File: src/rtl/map_pkg.sv
// Shared constants and FSM encoding for the writable game-map store.
package map_pkg;

  localparam int unsigned FILL_BORDER  = 0;
  localparam int unsigned FILL_PATTERN = 1;
  localparam int unsigned CELL_EMPTY   = 0;

  typedef enum logic {
    ST_FILL = 1'b0,
    ST_IDLE = 1'b1
  } map_state_t;

  // Wall cell value is all ones for the configured cell width.
  function automatic int unsigned cell_wall(input int unsigned bits);
    return (32'd1 << bits) - 32'd1;
  endfunction

endpackage

File: src/rtl/map_fill_gen.sv
// Combinational map generator: (row, col) -> initial cell value for the chosen fill mode.
module map_fill_gen
  import map_pkg::*;
#(
  parameter int unsigned ROW_BITS  = 4,
  parameter int unsigned COL_BITS  = 4,
  parameter int unsigned BITS      = 2,
  parameter int unsigned FILL_MODE = FILL_BORDER
) (
  input  logic [ROW_BITS-1:0] i_row,
  input  logic [COL_BITS-1:0] i_col,
  output logic [BITS-1:0]     o_cell
);

  localparam int unsigned ROWS = 1 << ROW_BITS;
  localparam int unsigned COLS = 1 << COL_BITS;
  localparam logic [BITS-1:0] WALL  = BITS'(cell_wall(BITS));
  localparam logic [BITS-1:0] EMPTY = BITS'(CELL_EMPTY);

  int unsigned w_r;
  int unsigned w_c;
  logic        w_border;
  logic        w_diag;
  logic        w_pillar;

  assign w_r = 32'(i_row);
  assign w_c = 32'(i_col);

  assign w_border = (w_r == 0) || (w_r == ROWS - 1) || (w_c == 0) || (w_c == COLS - 1);
  // Within the 8x8 corner, ~row[2:0] == col[2:0] is the anti-diagonal row + col == 7.
  assign w_diag   = (w_r < 8) && (w_c < 8) && ((7 - w_r) == w_c);
  assign w_pillar = ((w_r % 4) == 2) && ((w_c % 4) == 2);

  always_comb begin
    o_cell = EMPTY;
    if (w_border || ((FILL_MODE == FILL_PATTERN) && (w_diag || w_pillar)))
      o_cell = WALL;
  end

endmodule

File: src/rtl/map_ram.sv
// Writable game-map store: fill engine after reset/init_req, 1-cycle registered reads, host write port.
module map_ram
  import map_pkg::*;
#(
  parameter int unsigned ROW_BITS    = 4,
  parameter int unsigned COL_BITS    = 4,
  parameter int unsigned BITS        = 2,
  parameter int unsigned FILL_MODE   = 0,
  parameter int unsigned LOCK_BORDER = 1
) (
  input  logic                clk,
  input  logic                reset_n,
  input  logic                init_req,
  output logic                busy,
  output logic                fill_done,
  input  logic                rd_en,
  input  logic [ROW_BITS-1:0] rd_row,
  input  logic [COL_BITS-1:0] rd_col,
  output logic                rd_valid,
  output logic [BITS-1:0]     rd_val,
  input  logic                wr_en,
  input  logic [ROW_BITS-1:0] wr_row,
  input  logic [COL_BITS-1:0] wr_col,
  input  logic [BITS-1:0]     wr_val,
  output logic                wr_ready
);

  localparam int unsigned IDX_W = ROW_BITS + COL_BITS;
  localparam int unsigned CELLS = 1 << IDX_W;
  localparam logic [IDX_W-1:0] LAST_IDX = '1;

  logic [BITS-1:0]  r_mem [CELLS];
  map_state_t       r_state;
  logic [IDX_W-1:0] r_cnt;
  logic             r_busy;
  logic             r_fill_done;
  logic             r_rd_valid;
  logic [BITS-1:0]  r_rd_val;

  logic [BITS-1:0]  w_fill_cell;
  logic [BITS-1:0]  w_wr_edge_cell;
  logic             w_wr_border;
  logic             w_wr_accept;
  logic [IDX_W-1:0] w_wr_idx;
  logic [IDX_W-1:0] w_rd_idx;

  map_fill_gen #(
    .ROW_BITS (ROW_BITS),
    .COL_BITS (COL_BITS),
    .BITS     (BITS),
    .FILL_MODE(FILL_MODE)
  ) u_fill_gen (
    .i_row (r_cnt[IDX_W-1:COL_BITS]),
    .i_col (r_cnt[COL_BITS-1:0]),
    .o_cell(w_fill_cell)
  );

  // Border-only generator doubles as the outer-edge detector for locked writes.
  map_fill_gen #(
    .ROW_BITS (ROW_BITS),
    .COL_BITS (COL_BITS),
    .BITS     (BITS),
    .FILL_MODE(FILL_BORDER)
  ) u_border_gen (
    .i_row (wr_row),
    .i_col (wr_col),
    .o_cell(w_wr_edge_cell)
  );

  assign w_wr_idx    = {wr_row, wr_col};
  assign w_rd_idx    = {rd_row, rd_col};
  assign w_wr_border = (w_wr_edge_cell != '0);
  assign w_wr_accept = wr_en && (r_state == ST_IDLE) && !((LOCK_BORDER != 0) && w_wr_border);

  always_ff @(posedge clk or negedge reset_n) begin
    if (!reset_n) begin
      r_state     <= ST_FILL;
      r_cnt       <= '0;
      r_busy      <= 1'b1;
      r_fill_done <= 1'b0;
      r_rd_valid  <= 1'b0;
      r_rd_val    <= '0;
    end else begin
      r_rd_valid <= rd_en;
      if (rd_en)
        r_rd_val <= r_mem[w_rd_idx];
      case (r_state)
        ST_FILL: begin
          r_fill_done <= 1'b0;
          r_cnt       <= r_cnt + 1'b1;
          if (r_cnt == LAST_IDX) begin
            r_state     <= ST_IDLE;
            r_busy      <= 1'b0;
            r_fill_done <= 1'b1;
          end
        end
        ST_IDLE: begin
          r_fill_done <= 1'b0;
          if (init_req) begin
            r_state <= ST_FILL;
            r_cnt   <= '0;
            r_busy  <= 1'b1;
          end
        end
        default: begin
          r_state <= ST_FILL;
          r_cnt   <= '0;
          r_busy  <= 1'b1;
        end
      endcase
    end
  end

  // Storage has no reset; the fill pass rewrites every cell.
  always_ff @(posedge clk) begin
    if (r_state == ST_FILL)
      r_mem[r_cnt] <= w_fill_cell;
    else if (w_wr_accept)
      r_mem[w_wr_idx] <= wr_val;
  end

  assign busy      = r_busy;
  assign fill_done = r_fill_done;
  assign rd_valid  = r_rd_valid;
  assign rd_val    = r_rd_val;
  assign wr_ready  = !r_busy;

endmodule

File: config.mk
export PLATFORM = sky130hd
export DESIGN_NAME = map_ram
export DESIGN_NICKNAME = d
export VERILOG_FILES = /design/src/rtl/map_pkg.sv /design/src/rtl/map_fill_gen.sv /design/src/rtl/map_ram.sv
export SDC_FILE = /design/constraint.sdc
export NUM_CORES = 1
export LEC_CHECK = 0
export BUFFER_PORTS_ARGS = -buffer_cell sky130_fd_sc_hd__buf_2
export CAP_MARGIN = 40
export CORE_AREA = 2 2 294 224
export DETAILED_ROUTE_END_ITERATION = 10
export DIE_AREA = 0 0 296 226
export PLACE_DENSITY_LB_ADDON = 0.15
export SYNTH_ARGS = -nofsm -noshare
export SYNTH_HDL_FRONTEND = slang
export SYNTH_HIERARCHICAL = 1
export SYNTH_SLANG_ARGS = --single-unit
File: constraint.sdc
create_clock -name clk -period 4.2 [get_ports clk]
set_input_delay 0.21 -clock clk [delete_from_list [all_inputs] [get_ports clk]]
set_output_delay 0.21 -clock clk [all_outputs]
set_load 0.1 [all_outputs]
==> impl_metrics.json <==
{
  "period_needed_ns": 2.980,
  "antenna_left": 0,
  "gp_congestion": 0.7976,
  "grt_pass1_wl_um": 88040,
  "maxCapViolCount": 0,
  "leakage_nw": 6.131,
  "cp_max_fo": 21,
  "grt.overflow.total": 0,
  "status": "finished clean",
  "cpMaxStageDelayCell": "dfrtp_1",
  "synth_enable_flop_cells": 512,
  "yosys_warnings": 6,
  "clk_latency_ns": 0.62,
  "cp_cell_sequence": "nand2_1 -> nor3_4 -> buf_8 -> nand2b_1 -> nand3_1 -> buf_4 -> nor2_1",
  "dr_total_vias": 12530,
  "hold_class": "input pin to asynchronous set/reset pin",
  "top_level_ports": 29,
  "area_delta_synth_final_pct": 13.45,
  "antennaDiodeCount": 0,
  "vdd_drop_max_mv": 0.3081,
  "synth_most_common_cell": "edfxtp_1",
  "coreArea_um2": 64250,
  "yosys_most_used_dff": "edfxtp_1",
  "cp-startpoint": "r_state",
  "synth.area.top_cells": "edfxtp_1 (69%), mux4_2 (10%), nor2_1 (4.7%)",
  "cts_htree_levels": 2,
  "worstSetupEndpointType": "register",
  "fin_crit_sh": 0.7094,
  "power_density_nw_per_um2": 421.3,
  "rsz0062_at_grt": "false",
  "path_buf_inv": 2,
  "antenna_found_initial": 2,
  "nNetsFinal": 1447,
  "maxSlewViolCount": 0,
  "synthesis.nets": 1388,
  "drive_gt1_frac": 0.1911,
  "grt_max_degree": 91,
  "place_hpwl_um": 37330,
  "cts_buffers": 54,
  "port_buffers": 28,
  "synth_cells": 1364,
  "skew_ns": 0.02564,
  "cp_slowest_stage_delay_ns": 0.66,
  "clk_path_buf_depth": 3,
  "die_h_um": 226,
  "finalSetupViolCount": 0,
  "routed_wl_um": 59920,
  "ff2ff_setup_slack_ns": 1.22,
  "drt-wirelength-per-cell_um": 25.65,
  "rows": 81,
  "setup_tns_ns": 0,
  "finalNonFillerCells": 2336,
  "worst_ep_arrival_time_ns": 3.26,
  "die_area_um2": 66900,
  "cts_tree": "built",
  "die_w_um": 296,
  "worstMarginPinSlew_ns": 0.8884,
  "viasPerCell": 5.365,
  "clk_pin_slew_ns": 0.06,
  "syn_area_per_cell_um2": 16.26,
  "initial_core_util": 0.3453,
  "first_iter_violations": 1270,
  "netlist_top_cells_count": "edfxtp_1 (512), nor2_1 (280), mux4_2 (103)",
  "netlist.area_leader.share": 0.6931,
  "clkSinkCount": 526,
  "r2r-start": "r_state",
  "startpoint_type": "register",
  "cts_root_buf": "clkbuf_16",
  "fmaxAchievable_mhz": 335.6,
  "ys_seq_area_frac": 0.7089,
  "slew_headroom": 0.4027,
  "drt_pass1_iterations": 5,
  "critPathRequiredTime_ns": 4.48,
  "crit_type": "register to register",
  "grt_use_total": 0.1820,
  "grt_pass1_vias": 12840,
  "ys_types": 65,
  "cts_resized": 0,
  "final_hold_viol_count": 0,
  "async_reset_ff_frac": 0.02662,
  "drc_errors": 0,
  "yosys.area.top_type": "edfxtp_1",
  "synth_area_um2": 22180,
  "dpl.cell_count": 2235,
  "synth-seq-cells": 526,
  "cp_top_family": "simple AND/OR/NAND/NOR gates"
}
## registers in the layout (all words and copies together) (netlist names)
signal,flops
r_state,1
rd_valid,1
r_mem,512
rd_val,2
fill_done,1
r_cnt,8
busy,1
## logic make-up after synthesis
group / after synthesis / share of synthesized area
flops: 526 / 0.7089
simple gates: 459 / 0.08895
mux: 164 / 0.1385
compound gates: 111 / 0.03621
buf+inv: 101 / 0.02606
xor+xnor: 2 / 0.0007898
fa+ha+maj: 1 / 0.0005639
## placed cells by master (no fill, tap or decap), types with 14 or more instances in the layout
master,n
edfxtp_1,512
nor2_1,280
mux4_2,103
nand2_1,70
clkbuf_16,55
buf_4,54
mux2i_1,43
nand3_1,42
buf_2,28
clkinv_1,18
o21ai_0,14
a22oi_1,14
## worst paths after layout
kind | depth (start not counted) | end
min reg2reg | 2 | busy
max in group asynchronous | 2 | busy
max | 7 | r_mem[200][0]
min in group clk | 5 | rd_val[1]
min | 2 | rd_valid
max reg2reg | 7 | r_mem[200][0]
## per-stage QoR
stage	setup WS (ns)	utilization	hold WS (ns)	power, mW	area [um2]
6_report	1.220	0.3917	0.1023	10.60	25170
3_3_place_gp	0.8338	0.3646	0.2015	6.124	23430
5_1_grt	0.9736	0.3917	0.1379	10.92	25170
3_5_place_dp	0.9386	0.3655	0.2025	6.128	23480
4_1_cts	1.279	0.3917	0.08528	10.70	25170
2_1_floorplan	0.5532	-	-0.08559	6.020	22180
## layout make-up
class | count | area (um2)
Inverter | 10 | 37.54
Timing Repair Buffer | 94 | 743.2
Clock inverter | 30 | 209.0
Fill cell | 5945 | 39090
Multi-Input combinational cell | 737 | 5916
Tap cell | 871 | 1090
Sequential cell | 526 | 15730
Clock buffer | 68 | 1445
## timing repair
| action | in CTS | in global routing |
|---|---|---|
| endpoints found under the hold margin | 21 | 0 |
| setup buffers | 0 | 0 |
| hold buffers | 3 | 0 |
## metal layers
| layer | GRT usage | part of all wire | vias up |
|---|---|---|---|
| met2 | 0.2762 | 0.45 | 394 |
| li1 | - | - | 5442 |
| met1 | 0.2707 | 0.48 | 6640 |
| met3 | 0.03661 | 0.062 | 56 |
| met5 | 0 | 0 | - |
| met4 | 0.03845 | 0.014 | 0 |
## report_power, final
| part | leakage (nW) | internal, mW | switching (mW) |
|---|---|---|---|
| clock | 0.812 | 2.55 | 2.04 |
| combinational | 2.06 | 0.116 | 0.224 |
| sequential | 3.26 | 5.67 | 0.00385 |
Power figures use the tool's default switching activity.
